--- src/rtl/if_fetch_stage.sv ---
// if_fetch_stage: program counter, imem req/ready fetch FSM and 2-entry fetch queue feeding IF/ID
// Ports: clk, rst (sync, active-low); freeze stalls consumption of the head entry;
//   branch_taken/branch_address redirect the PC and flush the queue; imem_req/imem_addr/imem_ready/
//   imem_rdata form the instruction-memory handshake; PC/Instruction present the head (pc+4, word);
//   inst_valid flags a non-empty queue and fetch_stall is its inverse.
module if_fetch_stage #(
  parameter logic [31:0] RESET_PC = 32'h0000_0000,
  parameter int          QDEPTH   = 2
) (
  input  logic        clk,
  input  logic        rst,
  input  logic        freeze,
  input  logic        branch_taken,
  input  logic [31:0] branch_address,
  output logic        imem_req,
  output logic [31:0] imem_addr,
  input  logic        imem_ready,
  input  logic [31:0] imem_rdata,
  output logic [31:0] PC,
  output logic [31:0] Instruction,
  output logic        inst_valid,
  output logic        fetch_stall
);
  typedef enum logic [1:0] {IDLE, REQ, DRAIN} state_t;
  state_t      state, state_nx;
  logic [31:0] pc, pc_inc, drain_addr, br_target;
  logic [1:0]  count, cnt_ap, count_nx;
  logic        pop, push;
  logic [31:0] q_inst [QDEPTH];
  logic [31:0] q_pc [QDEPTH];
  assign inst_valid  = count != 2'd0;
  assign fetch_stall = ~inst_valid;
  assign pop         = inst_valid & ~freeze & ~branch_taken;
  assign cnt_ap      = count - {1'b0, pop};
  assign push        = (state == REQ) & imem_ready & ~branch_taken;
  assign count_nx    = branch_taken ? 2'd0 : cnt_ap + {1'b0, push};
  assign pc_inc      = pc + 32'd4;
  assign br_target   = branch_address & ~32'd3;
  always_ff @(posedge clk) begin
    if (!rst) begin
      state      <= IDLE;
      pc         <= RESET_PC;
      count      <= 2'd0;
      drain_addr <= 32'd0;
    end else begin
      state <= state_nx;
      count <= count_nx;
      pc    <= branch_taken ? br_target : push ? pc_inc : pc;
      // the killed request's address must stay on the bus until memory answers it
      if (state == REQ && branch_taken && !imem_ready) drain_addr <= pc;
    end
  end
  // head is always entry 0; a push lands behind whatever survives the pop
  always_ff @(posedge clk) begin
    if (pop) begin
      q_inst[0] <= q_inst[1];
      q_pc[0]   <= q_pc[1];
    end
    if (push) begin
      q_inst[cnt_ap[0]] <= imem_rdata;
      q_pc[cnt_ap[0]]   <= pc_inc;
    end
  end
  // a branch that meets the answer to an outstanding request needs no drain
  always_comb begin
    state_nx = state;
    case (state)
      IDLE:    state_nx = (branch_taken || cnt_ap <= 2'd1) ? REQ : IDLE;
      REQ:     state_nx = (branch_taken && !imem_ready) ? DRAIN : (count_nx <= 2'd1) ? REQ : IDLE;
      DRAIN:   state_nx = imem_ready ? REQ : DRAIN;
      default: state_nx = IDLE;
    endcase
  end
  always_comb begin
    imem_req    = state != IDLE;
    imem_addr   = (state == DRAIN) ? drain_addr : pc;
    Instruction = inst_valid ? q_inst[0] : 32'd0;
    PC          = inst_valid ? q_pc[0] : 32'd0;
  end
  assert property (@(posedge clk) disable iff (!rst) !(push && cnt_ap == 2'(QDEPTH)));
endmodule

--- config.mk ---
export PLATFORM = sky130hd
export DESIGN_NAME = if_fetch_stage
export DESIGN_NICKNAME = d
export VERILOG_FILES = /design/src/rtl/if_fetch_stage.sv
export SDC_FILE = /design/constraint.sdc
export NUM_CORES = 1
export LEC_CHECK = 0
export CAP_MARGIN = 15
export CORE_ASPECT_RATIO = 0.75
export CORE_UTILIZATION = 42
export CTS_BUF_LIST = sky130_fd_sc_hd__clkbuf_8 sky130_fd_sc_hd__clkbuf_16
export CTS_CLUSTER_DIAMETER = 50
export DETAILED_ROUTE_END_ITERATION = 7
export DONT_BUFFER_PORTS = 1
export GPL_TIMING_DRIVEN = 1
export PLACE_DENSITY = 0.61
export SLEW_MARGIN = 20
export SYNTH_ARGS = -nofsm -noshare
export SYNTH_HDL_FRONTEND = slang
export SYNTH_SLANG_ARGS = --single-unit
export TNS_END_PERCENT = 20
--- constraint.sdc ---
create_clock -name clk -period 8.5 [get_ports clk]
set_input_delay 2.125 -clock clk [delete_from_list [all_inputs] [get_ports clk]]
set_output_delay 2.125 -clock clk [all_outputs]
set_load 0.02 [all_outputs]
==> impl_summary.md, run 1 <==
Setup path
The signal on the critical path passes through nor3_1, ha_1, ha_2, buf_4, or2_2, buf_4. The most prevalent standard cell on the critical path is buf_4. At the worst endpoint, the arrival time is 4.75 ns. The type of the setup path with the least slack is in2reg. The worst setup path is captured at a flop.

STA classifies the critical path startpoint as an input port. The cell type group with the largest total delay on the critical path is buffers and inverters. The biggest cell delay along the critical path is 0.72 ns. The cell at the slowest stage of the critical path is buf_4. The top fanout value on the critical path is 78. In this run the register-to-register setup slack is 4.43 ns. STA puts the critical path data required time at 8.57 ns.

Together, buffers and inverters on the worst path number 2.

Logic synthesis
The sequential element share of the synthesized area is 55.3%. The post-synthesis register bit count is 188. The average instance area after synthesis is 11.1 µm².

The cell area that synthesis handed to floorplanning was 9050 µm². Of all flip-flops after synthesis, the portion carrying an async set or reset was 0%. In this run, synthesis inferred 124 flip-flops with an integrated enable. The fraction of post-synthesis cell area in the top cell type by area is 41.1%. The most used flip-flop cell after synthesis is edfxtp_1. By area the synthesized netlist is led by edfxtp_1 (41%), dfxtp_1 (14%), mux2_2 (9.1%). Among all cell types in the netlist, the one instantiated most often is edfxtp_1.

The biggest area contributor in the post-synthesis netlist is edfxtp_1. The number of different library cells used by synthesis comes to 53. The number of warning messages in the yosys log is 0.

The commonest cells after synthesis are edfxtp_1 (124), nand2_1 (105), mux2_2 (73). Synthesis produced 817 cells.

Clock tree
TritonCTS built the clock tree. CTS saw 188 sinks. The H-tree depth reported by CTS is 4.

No sink is reached through more buffers than the 2 on the longest clock path. Clock-pin slew was measured on the worst setup and hold paths at 0.07 ns. The quantity of gates resized following cts is 0. The number of hold buffers added after CTS was 0. The later-pin clock latency in the skew report is 0.44 ns. Counting the buffers created by CTS gives 17. The post-CTS setup repair buffer count is 0.

The clock tree root buffer cell is clkbuf_16.

Timing
The relative max-transition margin is 38.2%. The number of slew-limit violations in the final report is 0. For the pin with the worst max-slew slack, the measured transition is 0.928 ns.

The final hold violation count is 0. Setup violations remaining at the end of the flow were counted as 0. Derived from the worst setup path, the maximum achievable clock frequency is 0.214 GHz. The aggregate negative setup slack is 0 ns. After layout, the worst path uses 55.0% of the clock period. The smallest clock period supported by the final layout is computed as 4.68 ns. After layout, the worst setup slack is 3.82 ns. Across all hold checks on the routed design, the worst slack comes to 0.462 ns.

Setup repair after global routing left no endpoint under its margin. The clock arrives with 0.0159 ns of skew.

Floorplanning
The floorplan has 46 rows. Measured along the x axis, the die boundary spans 172 µm. 168 I/O pins were placed. The core region is 21100 µm². The initial core utilization is 42.9%. The die is 129 µm tall. The area of the die is 22200 µm².

Job
The total of max-cap violations is 0.

Global routing
The met3 capacity usage during global routing is 5.59%. The largest net degree at the start of global routing is 79. Across every metal layer, demand over resource in global routing totals 19.0%. The first-pass GRT wire length is 32.0 mm.

met2 is the most crowded layer. The overall overflow remaining after global route is 0. Global routing consumed, on the met1 layer, 25.9% of the routing resources. The initial antenna violation count is 3. The met2 track utilization from global routing is 28.9%. The number of global-route vias before repair came to 5745.

Place
Counting tap cells, the placed design contains a total of 1038 instances. The weighted congestion reported at the end of routability-driven placement is 0.823. The total cell area at the placement stage is 9140 µm². Once detailed placement completed, the half-perimeter wirelength came to 13.9 mm. The count of buffers inserted at the top-level ports is 0. The setup slack at placement is 3.31 ns.

Power and ir drop
The leakage dissipation is 3.13 nW. Summing internal, switching and leakage power gives 1.97 mW. For this design the ratio of total power to cell area is 203 nW/µm². IR analysis of the VDD net gives a maximum drop of 124 µV.

Layout
The layout net count is 842. The post-layout instance area is 9740 µm². The growth of design area from synthesis to finish is 7.61%. The utilization after layout is 46.1%. The layout has 1985 filler cells.

The share of cells above drive strength 1 is 16.8%. The count of cells in the finished layout, fillers not included, comes to 1072.

Detailed routing
Once detail routing completed, the nets flagged for antenna violations numbered 0. The total via count in the routed design is 6024. The final routed DRC violation total is 0. The length of the first detailed-routing pass in iterations is 5. Summed over all layers, the routed wires come to 20.8 mm. In the routed layout, each cell is associated on average with a via count of 5.62. The number of DRC markers in iteration 0 is 378. The detail-routed net length per standard cell is 19.4 µm.

Min path
The type of the worst min-delay path is reg2reg.

Status
The flow ran to the end, and the final reports show no timing, DRC or antenna violations.
-- kinds of logic after synthesis --
| kind of cell | count (synthesis) | share of synthesized area [%] |
|---|---|---|
| xor+xnor | 21 | 2.20 |
| mux | 73 | 9.08 |
| simple gates | 314 | 18.8 |
| fa+ha+maj | 4 | 0.553 |
| compound gates | 130 | 9.83 |
| flops | 188 | 55.3 |
| buf+inv | 86 | 4.27 |
| other cells | 1 | 0.0414 |
-- metal layers --
metal | routed length (µm) | share of wire, %
met1 | 9590 | 46
met4 | 391 | 1.9
met5 | 10 | 0.048
met2 | 9450 | 45
met3 | 1370 | 6.6
-- worst paths after layout --
path	startpoint	end	depth (start not counted)
hold / removal	drain_addr[13]	drain_addr[13]	2
setup / recovery	branch_taken	q_pc[0][7]	6
setup reg to reg	count[1]	q_pc[0][7]	8
hold reg to reg	drain_addr[13]	drain_addr[13]	2
-- flip-flops by register name, indices dropped and copies added, names as in the netlist --
signal,count
pc,30
count,2
drain_addr,30
q_inst,64
q_pc,60
state,2
-- tightest hold or removal path, cell delays in order, from the launching register on --
cell      delay [ns]
dfxtp_1         0.31
nand2_1         0.05
a21boi_0        0.06
-- where the power goes --
part           leakage (nW)  switching, mW  internal [mW]
clock                 0.287          0.387          0.421
combinational          1.18         0.0864         0.0482
sequential             1.66         0.0318          0.999
-- cell type report --
type / count / area, µm² / share of cell area [%]
flip-flops and latches: 188 / 5000 / 51.4
multi-input cells: 546 / 3690 / 37.9
clock buffers: 17 / 425 / 4.37
well taps: 288 / 360 / 3.70
clock inverters: 15 / 170 / 1.75
repair buffers: 7 / 52.6 / 0.539
inverters: 9 / 33.8 / 0.347
diodes: 2 / 5.00 / 0.0514
-- layout by cell type (no fill, tap or decap), types with 4 or more instances in the layout --
cell type  count
edfxtp_1     124
nand2_1      105
mux2_2        73
nor2b_1       64
dfxtp_1       64
o21ai_0       34
a21boi_0      30
nor2_1        27
a31oi_1       22
clkbuf_16     17
nand4_1       15
nor3_1        15
xnor2_1       14
o31ai_1       12
or3_1         12
nor4_1        12
or4_1         11
nand3_1        9
nand2b_1       9
and4_1         8
inv_1          8
o31a_1         8
o311a_1        7
buf_4          7
xor2_1         6
or2_2          5
a21oi_1        5
inv_8          5
or4_4          4
conb_1         4
inv_6          4
(Power assumes the default switching activity.)
==> inputs of run 2 (changes only) <==
==> constraint.sdc (replaced) <==
create_clock -name clk -period 4.88 [get_ports clk]
set_input_delay 1.22 -clock clk [delete_from_list [all_inputs] [get_ports clk]]
set_output_delay 1.22 -clock clk [all_outputs]
set_load 0.02 [all_outputs]
==> run 2 against run 1 <==
Combinational power grew 76%. Highest routed layer is now met4. Critical path type is now reg2out. Clock-buffer cell count stayed put. Critical endpoint is now imem_addr[31]. Clock power increased by 86%. Worst setup slack lost 2.6 ns.
==> impl_summary.md, run 2 (synthesis gave the netlist of run 1 again) <==
Status
The flow ran to the end, and the final reports show no timing, DRC or antenna violations.

Clock tree
The clock transition at the register clock pins on the worst setup and hold paths after CTS is 0.06 ns. The CTS sink count is 188. The clock tree from TritonCTS is yes. The total CTS buffers is 17.

The later-pin clock latency in the skew report is 0.43 ns. Post-CTS repair changed the size of 0 cells. The clock tree root buffer cell is clkbuf_16. The hold-fix buffer count after cts is 0.

In this run the deepest clock path goes through 2 buffers. The H-tree depth reported by CTS is 4. The post-CTS setup repair buffer count is 0.

Place
The congestion estimate from routability-driven global placement came to 0.813. The cell count after placement is 1039. After legalization and detailed placement, the total HPWL measured 14.1 mm. The setup slack at placement is 1.41 ns. The count of buffers inserted at the top-level ports is 0.

Setup path
The critical path capture point type is a primary output. The data arrival time of the critical path is 2.47 ns. The kind of launch point of the worst setup path is a flop.

The top fanout value on the critical path is 21. At the worst endpoint, the required time is 3.66 ns. The type of the setup path with the least slack is reg2out.

Timing
The final hold violation count was 0. The final worst hold slack is 0.461 ns. Once routing completed, OpenROAD measured the worst setup slack at 1.19 ns.

Derived from the worst setup path, the maximum achievable clock frequency is 0.271 GHz. The smallest clock period supported by the final layout is computed as 3.69 ns. Setup repair after global routing left no endpoint under its margin. The worst pin sits at a relative slew slack of 44.0%. The aggregate negative setup slack is 0 ns. The final-report setup violation count is 0. The clock skew after layout is 0.0137 ns.

The final cycle utilization of the critical path is 75.5%. The number of slew-limit violations in the final report came to 0. The slew at the pin closest to its max-slew limit is 0.837 ns.

Layout
The growth of design area from synthesis to finish is 8.36%. The non-filler instance count after layout is 1074. Cells with a size suffix above 1 make up 16.3% of the layout. The largest register by flop count is q_inst. The largest registers in the layout are q_inst: 64 flops, q_pc: 60 flops. The library cell used most frequently in the layout, excluding fill and tap cells, is edfxtp_1. The final layout contains 843 nets. In the layout the commonest cells are edfxtp_1 (124), nand2_1 (105), mux2_2 (73). The flip-flop count of the largest register after layout is 64.

Global routing
Entering global routing, the biggest net connects 67 pins. The number of global-route vias before repair came to 5627. Across every metal layer, demand over resource in global routing totals 18.8%.

The first-pass GRT wire length is 31.9 mm. The overall overflow remaining after global route is 0. The initial antenna violation count is 3.

Detailed routing
After the first detailed-routing iteration, the DRC count stood at 397. The average via count per standard cell is 5.57. The routed layout has 5977 vias. For this block, the routed nets add up to 20.7 mm of wire.

The final routed DRC violation total is 0. The first detailed-routing pass ran for 5 iterations. The residual antenna-violating net count after detailed routing is 0.

Dividing the detail-routed wire length by the instance count gives 19.3 µm.

Power and ir drop
The total power density per cell area is 360 nW/µm². The leakage dissipation is 3.16 nW. IR analysis of the VDD net gives a maximum drop of 221 µV.

Job
The tool flagged a number of max-cap violations equal to 0.

Floorplanning
The die is 129 µm tall. The initial core utilization is 42.9%. The area of the placeable core is 21100 µm². 168 I/O pins were placed. The number of standard-cell rows in the floorplan is 46. The width of the die is 172 µm. The area of the die is 22200 µm².

Min path
The tightest min-delay check is of the reg2reg type.
==> run 2: changes by cell type in the layout (fill, tap and decap cells not counted), sizes merged <==
cell      change
clkinvlp      +1
inv           -5
bufinv        +4
buf           +1
diode         +1
==> run 2: layout make-up <==
cell class	count	area, µm²
fillers	1923	11300
diodes	3	7.51
well taps	288	360
multi-input cells	546	3700
inverters	9	33.8
clock inverters	15	210
repair buffers	8	72.6
clock buffers	17	425
flip-flops and latches	188	5000
==> run 2: final timing paths <==
check	to	slack [ns]	cells past startpoint	start
worst max register to register	q_pc[0][15]	1.99	4	pc[4]
worst min register to register	drain_addr[20]	0.46	2	drain_addr[20]
worst min-delay path	drain_addr[20]	0.46	2	drain_addr[20]
worst max-delay path	imem_addr[31]	1.19	4	state[1]
==> run 2: critical path: stages, from the launching register on <==
cell and delay (ns):
dfxtp_1 0.44, inv_1 0.10, nor2_2 0.62, buf_4 0.42, mux2_2 0.47
==> run 2: through the flow <==
step,area [µm²],utilization (%),power (mW)
after global placement,9160,43.4,2.06
after detailed placement,9160,43.4,2.07
final,9810,46.4,3.53
after global routing,9810,46.4,3.64
after CTS,9800,46.4,3.55
after floorplan,9060,-,2.03
==> run 2: power breakdown <==
part | internal (mW) | switching, mW
registers | 1.74 | 0.0554
logic | 0.0859 | 0.151
clock network | 0.903 | 0.592
total | 2.73 | 0.798
==> run 2: layer usage <==
metal  share of wire [%]  vias up  track usage, %
met5                   0        -               0
met4                0.68        0            3.78
met2                  46      175            28.7
met3                 6.6        9            5.47
li1                    -     2866               -
met1                  47     2927            26.5
==> inputs of run 3 (changes only) <==
==> constraint.sdc (replaced) <==
create_clock -name clk -period 3.5 [get_ports clk]
set_input_delay 0.875 -clock clk [delete_from_list [all_inputs] [get_ports clk]]
set_output_delay 0.875 -clock clk [all_outputs]
set_load 0.02 [all_outputs]
==> run 3 against run 2 <==
Non-clock buffer count grew 2. Clock skew shrank 0.0038 ns. Critical endpoint is now imem_addr[2]. Worst hold slack gained 0.0018 ns. Sequential power grew 39%. Clock power grew 33%. Highest routed layer unchanged. Critical path depth shrank 1. Core utilization is essentially flat. Combinational power grew 40%. Wire length grew 1.8%.
==> impl_summary.md, run 3 (synthesis gave the netlist of run 1 again) <==
Status
The flow ran to the end, and the final reports show no timing, DRC or antenna violations.

Layout
The flip-flop count of the largest register after layout is 64. The layout net count is 845. The top cell types in the final layout, fill and taps aside, are edfxtp_1 (124), nand2_1 (105), mux2_2 (73). The library cell used most frequently in the layout, excluding fill and tap cells, is edfxtp_1. The share of cells above drive strength 1 is 17.1%. The growth of design area from synthesis to finish is 8.26%. The number of filler instances in the final layout is 1930.

Counting flops per register, the top entry is q_inst. In the final layout, the registers with the most flip-flops are q_inst: 64 flops, q_pc: 60 flops.

Clock tree
The post-CTS setup repair buffer count is 0. The clock reaches the later pin of the worst-skew pair after 0.43 ns. Clock-pin slew was measured on the worst setup and hold paths at 0.07 ns. The quantity of gates resized following cts is 0. Hold repair after CTS inserted 0 buffers. Clock tree synthesis inserted a total of 17 buffers. The CTS sink count is 188. The maximum buffer depth of the clock tree is 2. The clock tree from TritonCTS is yes. The cell sitting at the root of the clock tree is a clkbuf_16. In this run the number of H-tree levels came out at 4.

Detailed routing
The total wirelength of the detailed-routed design is 21.1 mm. The first routing iteration left 559 violations. The average via count per standard cell is 5.64. The residual antenna-violating net count after detailed routing is 0. For this run, design rule violations remaining after detail routing come to 0.

The length of the first detailed-routing pass in iterations is 5. Summing over every cut layer, the via total after detailed routing is 6069. After detailed routing, the average wire length per cell comes to 19.6 µm.

Timing
The number of slew-limit violations in the final report was 0. The final-report setup violation count is 0. The worst path needs 2.82 ns of the cycle, external delays included. The clock skew after layout is 0.00994 ns.

The top achievable clock speed is 0.354 GHz. The final hold violation count is 0. Setup repair after global routing left no endpoint under its margin. The final critical-path setup slack is 0.678 ns.

At the pin with the least slew margin, the transition time is 0.840 ns. The aggregate negative setup slack is 0 ns. The final cycle utilization of the critical path is 80.6%.

The relative max-transition margin is 43.4%.

Place
The congestion estimate from routability-driven global placement came to 0.810. The sum of net half-perimeters after detailed placement is 14.3 mm. At the placement stage, the worst setup path has a slack of 0.450 ns. The count of buffers inserted at the top-level ports is 0.

Floorplanning
The area of the placeable core is 21100 µm². The height of the die is 129 µm. For this configuration, the core starts out at a cell density of 42.9%. The floorplan has 46 rows.

The count of boundary I/O pins is 168. The floorplan step defined a die boundary enclosing 22200 µm². The width of the die is 172 µm.

Global routing
The overall overflow remaining after global route is 0. The first global-routing pass estimated 32.7 mm of wire. Across every metal layer, demand over resource in global routing totals 19.3%.

The number of global-route vias before repair was 5813. The initial antenna violation count came to 3. The largest net degree at the start of global routing is 67.

Setup path
The critical path is of the reg2out type. STA puts the critical path data arrival time at 1.95 ns. The signal on the critical path passes through nor2_2, buf_4, o21ai_0. In this run the worst path has a maximum fanout of 35. The critical path capture point type is a primary output. STA puts the critical path data required time at 2.62 ns. Among all stages on the critical path, the largest delay is contributed by o21ai_0. The biggest cell delay along the critical path is 0.72 ns. Counting both buffers and inverters, the worst setup path holds a total of 1. The worst setup path is launched from a flop.

The cell type group with the largest total delay on the critical path is compound AO/OA/AOI/OAI gates.

Power and ir drop
The leakage dissipation is 3.15 nW. The maximum VDD drop is 279 µV. The total power density per cell area is 493 nW/µm².

Job
The tool flagged a number of max-cap violations equal to 0.

Min path
The type of the worst min-delay path is reg2reg.
==> run 3: changes by cell type in the layout (fill, tap and decap cells not counted), sizes merged <==
cell / delta
inv: +2
buf: +2
diode: +1
bufinv: -3
clkinv: +1
==> run 3: per-layer routing <==
metal  GRT usage (%)  routed length (µm)  part of all wire, %
met1            26.4                9580                   45
met2            29.3                9770                   46
met3            6.11                1450                  6.9
met4            5.83                 303                  1.4
met5               0                   0                    0
==> run 3: area by class of cell <==
type	instances	area [µm²]	area share, %
inverters	9	33.8	0.345
clock inverters	15	179	1.83
repair buffers	10	87.6	0.894
well taps	288	360	3.68
clock buffers	17	425	4.34
diodes	4	10.0	0.102
multi-input cells	546	3700	37.8
flip-flops and latches	188	5000	51.1
==> run 3: path summary, 6_finish.rpt <==
kind | from | to | slack (ns) | cells after the start
max | state[0] | imem_addr[2] | 0.68 | 3
min | drain_addr[17] | drain_addr[17] | 0.46 | 2
max reg2reg | pc[3] | q_pc[0][24] | 0.88 | 5
min reg2reg | drain_addr[17] | drain_addr[17] | 0.46 | 2
==> run 3: power by group <==
part	total [mW]	leakage (nW)	switching [mW]	internal, mW
logic	0.332	1.20	0.212	0.120
clock network	1.99	0.287	0.913	1.08
registers	2.50	1.66	0.0777	2.43
==> run 3: worst reg2reg max path: stages, from the launching register on <==
cell and delay [ns]:
dfxtp_1 0.49, ha_1 0.39, nand4_4 0.20, or4_4 0.68
or4_1 0.48, a31oi_1 0.22
==> run 3: per-stage QoR <==
stage               utilization, %  instance area, µm²  hold WS [ns]  total power, mW  std cells
floorplan                        -                9070         0.440             2.83        820
global placement              43.5                9190         0.446             2.87       1041
detailed placement            43.5                9190         0.456             2.89       1041
CTS                           46.4                9790         0.467             4.87       1073
global route                  46.4                9790         0.484             5.00       1074
finish                        46.4                9800         0.463             4.83       1077
